**src/rtl/count_wrap_monitor_pkg.sv**
```systemverilog
`default_nettype none
// ============================================================================
// Module      : count_wrap_monitor_pkg
// Description : Shared types and constants for the count wrap monitor: FSM
//               state encoding, down-counter width, wrap value and the
//               saturation ceiling of the wrap total.
// Revision    : 1.0 - initial release
// ============================================================================
package count_wrap_monitor_pkg;

    localparam int COUNT_W = 4;
    localparam int TOTAL_W = 8;

    localparam logic [COUNT_W-1:0] WRAP_TOP       = 4'd15;
    localparam logic [TOTAL_W-1:0] WRAP_TOTAL_MAX = 8'd255;

    // Explicit 2-bit encoding keeps the state register width fixed
    typedef enum logic [1:0] {
        IDLE  = 2'd0,
        ARMED = 2'd1,
        ALARM = 2'd2
    } state_t;

endpackage : count_wrap_monitor_pkg
`default_nettype wire

```
**src/rtl/count_wrap_monitor_wrap_detect.sv**
```systemverilog
`default_nettype none
// ============================================================================
// Module      : wrap_detect
// Description : Tracks the previous down-counter sample and flags a wrap
//               (previous value 0, current value 15) at the current edge.
// Ports       : clk      - clock, rising edge
//               rst      - synchronous active-high reset
//               count_in - down-counter value sampled every edge
//               wrap     - combinational strobe, high when this edge sees a wrap
// Revision    : 1.0 - initial release
// ============================================================================
module wrap_detect
    import count_wrap_monitor_pkg::*;
(
    input  logic               clk,
    input  logic               rst,
    input  logic [COUNT_W-1:0] count_in,
    output logic               wrap
);

    logic [COUNT_W-1:0] r_prev_count;
    logic               r_prev_valid;

    always_ff @(posedge clk) begin
        if (rst) begin
            r_prev_count <= '0;
            r_prev_valid <= 1'b0;
        end else begin
            r_prev_count <= count_in;
            r_prev_valid <= 1'b1;
        end
    end

    // prev_valid blocks a false wrap on the first edge after reset, where
    // the forced prev_count of 0 is not a real sample.
    assign wrap = r_prev_valid && (r_prev_count == '0) && (count_in == WRAP_TOP);

endmodule : wrap_detect
`default_nettype wire

```
**src/rtl/count_wrap_monitor.sv**
```systemverilog
`default_nettype none
// ============================================================================
// Module      : count_wrap_monitor
// Description : Watches a 4-bit down counter for wraps (0 -> 15). Counts all
//               wraps (saturating), and once armed raises an alarm after
//               THRESH wraps. Wraps during an alarm set a sticky overrun.
// Ports       : clk        - clock, rising edge
//               rst        - synchronous active-high reset
//               count_in   - down-counter value
//               arm        - start/restart wrap counting
//               ack        - alarm acknowledge
//               wrap_pulse - one-cycle pulse per detected wrap
//               wrap_total - saturating count of wraps since reset
//               alarm      - FSM is in ALARM
//               armed      - FSM is in ARMED
//               overrun    - sticky: wrap seen while in ALARM
// Revision    : 1.0 - initial release
// ============================================================================
module count_wrap_monitor
    import count_wrap_monitor_pkg::*;
#(
    parameter int THRESH = 3
) (
    input  logic               clk,
    input  logic               rst,
    input  logic [COUNT_W-1:0] count_in,
    input  logic               arm,
    input  logic               ack,
    output logic               wrap_pulse,
    output logic [TOTAL_W-1:0] wrap_total,
    output logic               alarm,
    output logic               armed,
    output logic               overrun
);

    localparam logic [COUNT_W-1:0] c_thresh_last = COUNT_W'(THRESH - 1);

    logic               w_wrap;
    state_t             r_state,     w_state_nxt;
    logic [COUNT_W-1:0] r_arm_wraps, w_arm_wraps_nxt;
    logic               r_overrun,   w_overrun_nxt;
    logic               r_wrap_pulse;
    logic [TOTAL_W-1:0] r_wrap_total;

    wrap_detect u_wrap_detect (
        .clk      (clk),
        .rst      (rst),
        .count_in (count_in),
        .wrap     (w_wrap)
    );

    // State register plus the counters that travel with it
    always_ff @(posedge clk) begin
        if (rst) begin
            r_state      <= IDLE;
            r_arm_wraps  <= '0;
            r_overrun    <= 1'b0;
            r_wrap_pulse <= 1'b0;
            r_wrap_total <= '0;
        end else begin
            r_state      <= w_state_nxt;
            r_arm_wraps  <= w_arm_wraps_nxt;
            r_overrun    <= w_overrun_nxt;
            r_wrap_pulse <= w_wrap;
            if (w_wrap && (r_wrap_total != WRAP_TOTAL_MAX))
                r_wrap_total <= r_wrap_total + 1'b1;
        end
    end

    // Next-state logic
    always_comb begin
        w_state_nxt     = r_state;
        w_arm_wraps_nxt = r_arm_wraps;
        w_overrun_nxt   = r_overrun;
        case (r_state)
            IDLE: begin
                if (arm) begin
                    w_state_nxt     = ARMED;
                    w_arm_wraps_nxt = '0;
                end
            end
            ARMED: begin
                // A coincident arm restarts counting and discards the wrap
                if (arm) begin
                    w_arm_wraps_nxt = '0;
                end else if (w_wrap) begin
                    if (r_arm_wraps == c_thresh_last)
                        w_state_nxt = ALARM;
                    else
                        w_arm_wraps_nxt = r_arm_wraps + 1'b1;
                end
            end
            ALARM: begin
                // ack dominates both arm and a coincident wrap
                if (ack) begin
                    w_state_nxt   = IDLE;
                    w_overrun_nxt = 1'b0;
                end else if (w_wrap) begin
                    w_overrun_nxt = 1'b1;
                end
            end
            default: begin
                w_state_nxt     = IDLE;
                w_arm_wraps_nxt = '0;
                w_overrun_nxt   = 1'b0;
            end
        endcase
    end

    // Outputs decode registered state only
    always_comb begin
        alarm      = (r_state == ALARM);
        armed      = (r_state == ARMED);
        overrun    = r_overrun;
        wrap_pulse = r_wrap_pulse;
        wrap_total = r_wrap_total;
    end

endmodule : count_wrap_monitor
`default_nettype wire

```
**config.mk**
```make
export PLATFORM = sky130hd
export DESIGN_NAME = count_wrap_monitor
export DESIGN_NICKNAME = d
export VERILOG_FILES = /design/src/rtl/count_wrap_monitor_pkg.sv /design/src/rtl/count_wrap_monitor_wrap_detect.sv /design/src/rtl/count_wrap_monitor.sv
export SDC_FILE = /design/constraint.sdc
export NUM_CORES = 1
export LEC_CHECK = 0
export ABC_AREA = 0
export ABC_CLOCK_PERIOD_IN_PS = 1600
export CELL_PAD_IN_SITES_DETAIL_PLACEMENT = 0
export CELL_PAD_IN_SITES_GLOBAL_PLACEMENT = 2
export CORE_MARGIN = 2
export CORE_UTILIZATION = 29
export DETAILED_ROUTE_END_ITERATION = 6
export PLACE_DENSITY = 0.86
export SLEW_MARGIN = 20
export SYNTH_ARGS = -nofsm -noshare
export SYNTH_HDL_FRONTEND = slang
export SYNTH_SLANG_ARGS = --single-unit
export TNS_END_PERCENT = 20
```
**constraint.sdc**
```tcl
create_clock -name clk -period 1.6 [get_ports clk]
set_input_delay 0.4 -clock clk [delete_from_list [all_inputs] [get_ports clk]]
set_output_delay 0.4 -clock clk [all_outputs]
set_load 0.05 [all_outputs]
```
==> run metrics <==
run status=complete, no violations; CTS tree=done; CP Class=reg -> out; highest-delay cell along the critical path=dfxtp_2; mux cell area share after synthesis=1.03%; H-Tree Level Count=1; antenna violations before repair=0; postcts setup bufs=0; total number of vias=935; Synth Area in Compound Gates=20.9%; synthesis warning total=0; Clock Pin Slew Worst Setup and Hold Paths=0.12 ns; Final Cycle Share=96.4%; Syn Nets=117; Die X=62.0 µm; fin. max-slew vios=0; CTS Sinks=21; cell taking the most area after synthesis=dfxtp_1; Critical Path Start=r_state[1]; CP max stage delay=0.43 ns; DP HPWL=1.87 mm; Final #Nets=148; fin cells=182; multi-input gate area in the final layout=544 µm²; static leakage=0.526 nW; # rows=21; Gate power share=9.2%; fmax=0.648 GHz; min-delay src=count_in[0]; Max-slew headroom=64.6%; Final Setup Violations=0; synthesized-area fraction occupied by adder cells=3.85%; max-cap viol count=0; Netlist cell types=32; Post-Synth XOR/XNOR Area=0%; Buf/Inv on CP=1; share of layout cells above drive strength 1=32.4%; Final WS setup=0.0572 ns; Post-Synth Simple-Gate Area=27.9%; die area=0.00385 mm²; CP required=1.20 ns; pwr dens=605 mW/mm²; post-route ant nets=0; switching power=0.208 mW; Int Pwr=0.670 mW; I/O Buffers=19; Starting Density=29.7%; largest net degree at the start of global routing=15; Post-route DRC=0; Yosys reg bits=21; maximum clock path buffer count=2; Least-Margin Pin Slew=0.526 ns; Critical Path Sink Type=primary output; Top delay family on crit path=flip-flops; net switching fraction of the power=23.7%; area delta synth->final=48.8%; drt pass-1 iters=4; RSZ-0062 raised after global routing=true; Hold Fails Final Rpt=0; worst reg2reg startpoint=wrap_total[0]; Clock Tree Root=clkbuf_4; fin area=0.00145 mm²; crit path cell chain=nor2b_2 -> buf_12; Clk Latency, worst-skew pair=0.30 ns; Hold WC Path Type=in -> reg; Reg power frac=61.4%; clock skew=0.00958 ns; fill count=329; first-pass GRT wire length=4.15 mm; num ports=20; Hold Buf Count CTS=0; placed cell areas=0.00140 mm²; dpl ws=-0.458 ns; CP max FO=7; CTS Buf Count=3; DRT Wirelength=2.44 mm; Core Box Area=0.00328 mm²; RePlAce Congestion=0.741; global-route usage over all layers=14.8%; leading post-synthesis cells by cell area=dfxtp_1 (43%), nor2b_1 (5.1%), o21ai_0 (5.1%), a21oi_1 (4.1%), ha_1 (3.8%); syn_area_per_cell=9.21 µm²; drt wl/cell=13.4 µm; Post-Syn Area=976 µm²; worst vdd ir=286 µV; combinational family with the most area after synthesis=simple AND/OR/NAND/NOR gates; Cells after Synth=106; via/cell ratio=5.14; initial DRC count=23; Clock Power Share=29.4%; part of the Yosys area used for sequential elements=43.1%; total grt overflow=0; Worst Path Arrival=1.14 ns; Synth top area share=43.1%; # diodes=0; vias in the first global route=966; setup slack, reg-to-reg=0.06 ns; CP Launch Type=flip-flop; register area=428 µm²; die height=62.0 µm; Final min period=1.54 ns; dpl cells=178
==> registers in the layout, indices dropped and copies added (netlist names) <==
| register | flops |
|---|---|
| overrun | 1 |
| r_arm_wraps | 4 |
| u_wrap_detect.r_prev_count | 4 |
| u_wrap_detect.r_prev_valid | 1 |
| wrap_pulse | 1 |
| r_state | 2 |
| wrap_total | 8 |
==> routing by layer <==
layer,GRT usage [%],vias to the layer above,part of all wire (%)
li1,-,457,-
met1,16.6,450,42
met2,26.8,24,52
met3,2.90,4,4.3
met4,6.69,0,1.9
met5,0,-,0
==> final timing paths <==
check,end,cells after the start
max,alarm,2
min,u_wrap_detect.r_prev_count[0],2
max reg2reg,wrap_total[5],5
min reg2reg,r_arm_wraps[3],1
==> Yosys cell counts <==
master     instances
o221ai_1           1
ha_1               3
o211ai_1           1
a31o_2             1
nand2_1            6
nand3_1            3
buf_2              1
nor4b_4            1
dfxtp_1           21
a21oi_1            8
clkbuf_1           3
o2111ai_1          1
or3_1              3
or4_1              2
and4b_2            1
o21ai_0           10
nor2b_1            8
nor2_1             6
a31oi_1            5
mux2i_1            1
nand4_1            1
o31ai_1            2
nand4_4            1
nor3b_1            2
and3_1             1
a211oi_1           1
inv_1              4
nor3_2             1
a311oi_1           2
a41oi_1            1
and4_1             3
or3b_2             1
==> final cells by class <==
cell class / instances / share of cell area (%)
inverters: 4 / 1.03
clock buffers: 4 / 1.81
multi-input cells: 77 / 37.5
repair buffers: 30 / 26.3
flip-flops and latches: 21 / 29.5
well taps: 46 / 3.96
==> power by group through the flow <==
stage | combinational (mW) | clock [mW] | sequential [mW]
after floorplan | 0.0370 | 0 | 0.551
after global placement | 0.0792 | 0 | 0.551
after detailed placement | 0.0819 | 0 | 0.552
after CTS | 0.0806 | 0.269 | 0.540
after global routing | 0.0882 | 0.285 | 0.541
final | 0.0807 | 0.258 | 0.540
==> per-stage QoR <==
stage	hold slack, ns	total power [mW]	util [%]	TNS (ns)
2_1_floorplan	0.447	0.588	-	-0.0167
3_3_place_gp	0.464	0.630	42.7	-3.87
3_5_place_dp	0.483	0.634	42.7	-4.51
4_1_cts	0.444	0.889	44.0	0
5_1_grt	0.474	0.915	44.2	-0.0225
6_report	0.445	0.879	44.2	0
==> placed cells by master (no fill, tap or decap), types with 3 or more instances in the layout <==
master,Yosys,layout
dfxtp_2,0,6
clkdlybuf4s50_1,0,5
o21ai_0,10,10
and4_1,3,3
a31oi_1,5,5
buf_12,0,11
ha_1,3,3
or3_1,3,3
nor2b_1,8,6
dfxtp_1,21,15
clkbuf_4,0,3
buf_4,0,11
nand2_1,6,6
a21oi_1,8,7
nor2_1,6,5
inv_1,4,4
==> timing repair <==
| action | 4_1_cts | 5_1_grt |
|---|---|---|
| gates resized for setup | 7 | 5 |
| pin swaps | 7 | 0 |
| endpoints found under the setup margin | 5 | 5 |
| endpoints found under the hold margin | 0 | 0 |
==> logic make-up after synthesis <==
| group | count (synthesis) |
|---|---|
| and+or+nand+nor | 40 |
| AOI/OAI and AO/OA | 33 |
| DFF | 21 |
| adders and majority gates | 3 |
| muxes | 1 |
| buffers and inverters | 8 |
==> worst reg2reg max path: cells and delay by family, from the launching register on <==
family / cells / cell delay (ns)
AO/OA/AOI/OAI: 1 / 0.15
adder cells (fa/ha/maj): 1 / 0.25
flip-flops: 1 / 0.34
AND/OR/NAND/NOR: 3 / 0.73
Power figures use the tool's default switching activity.
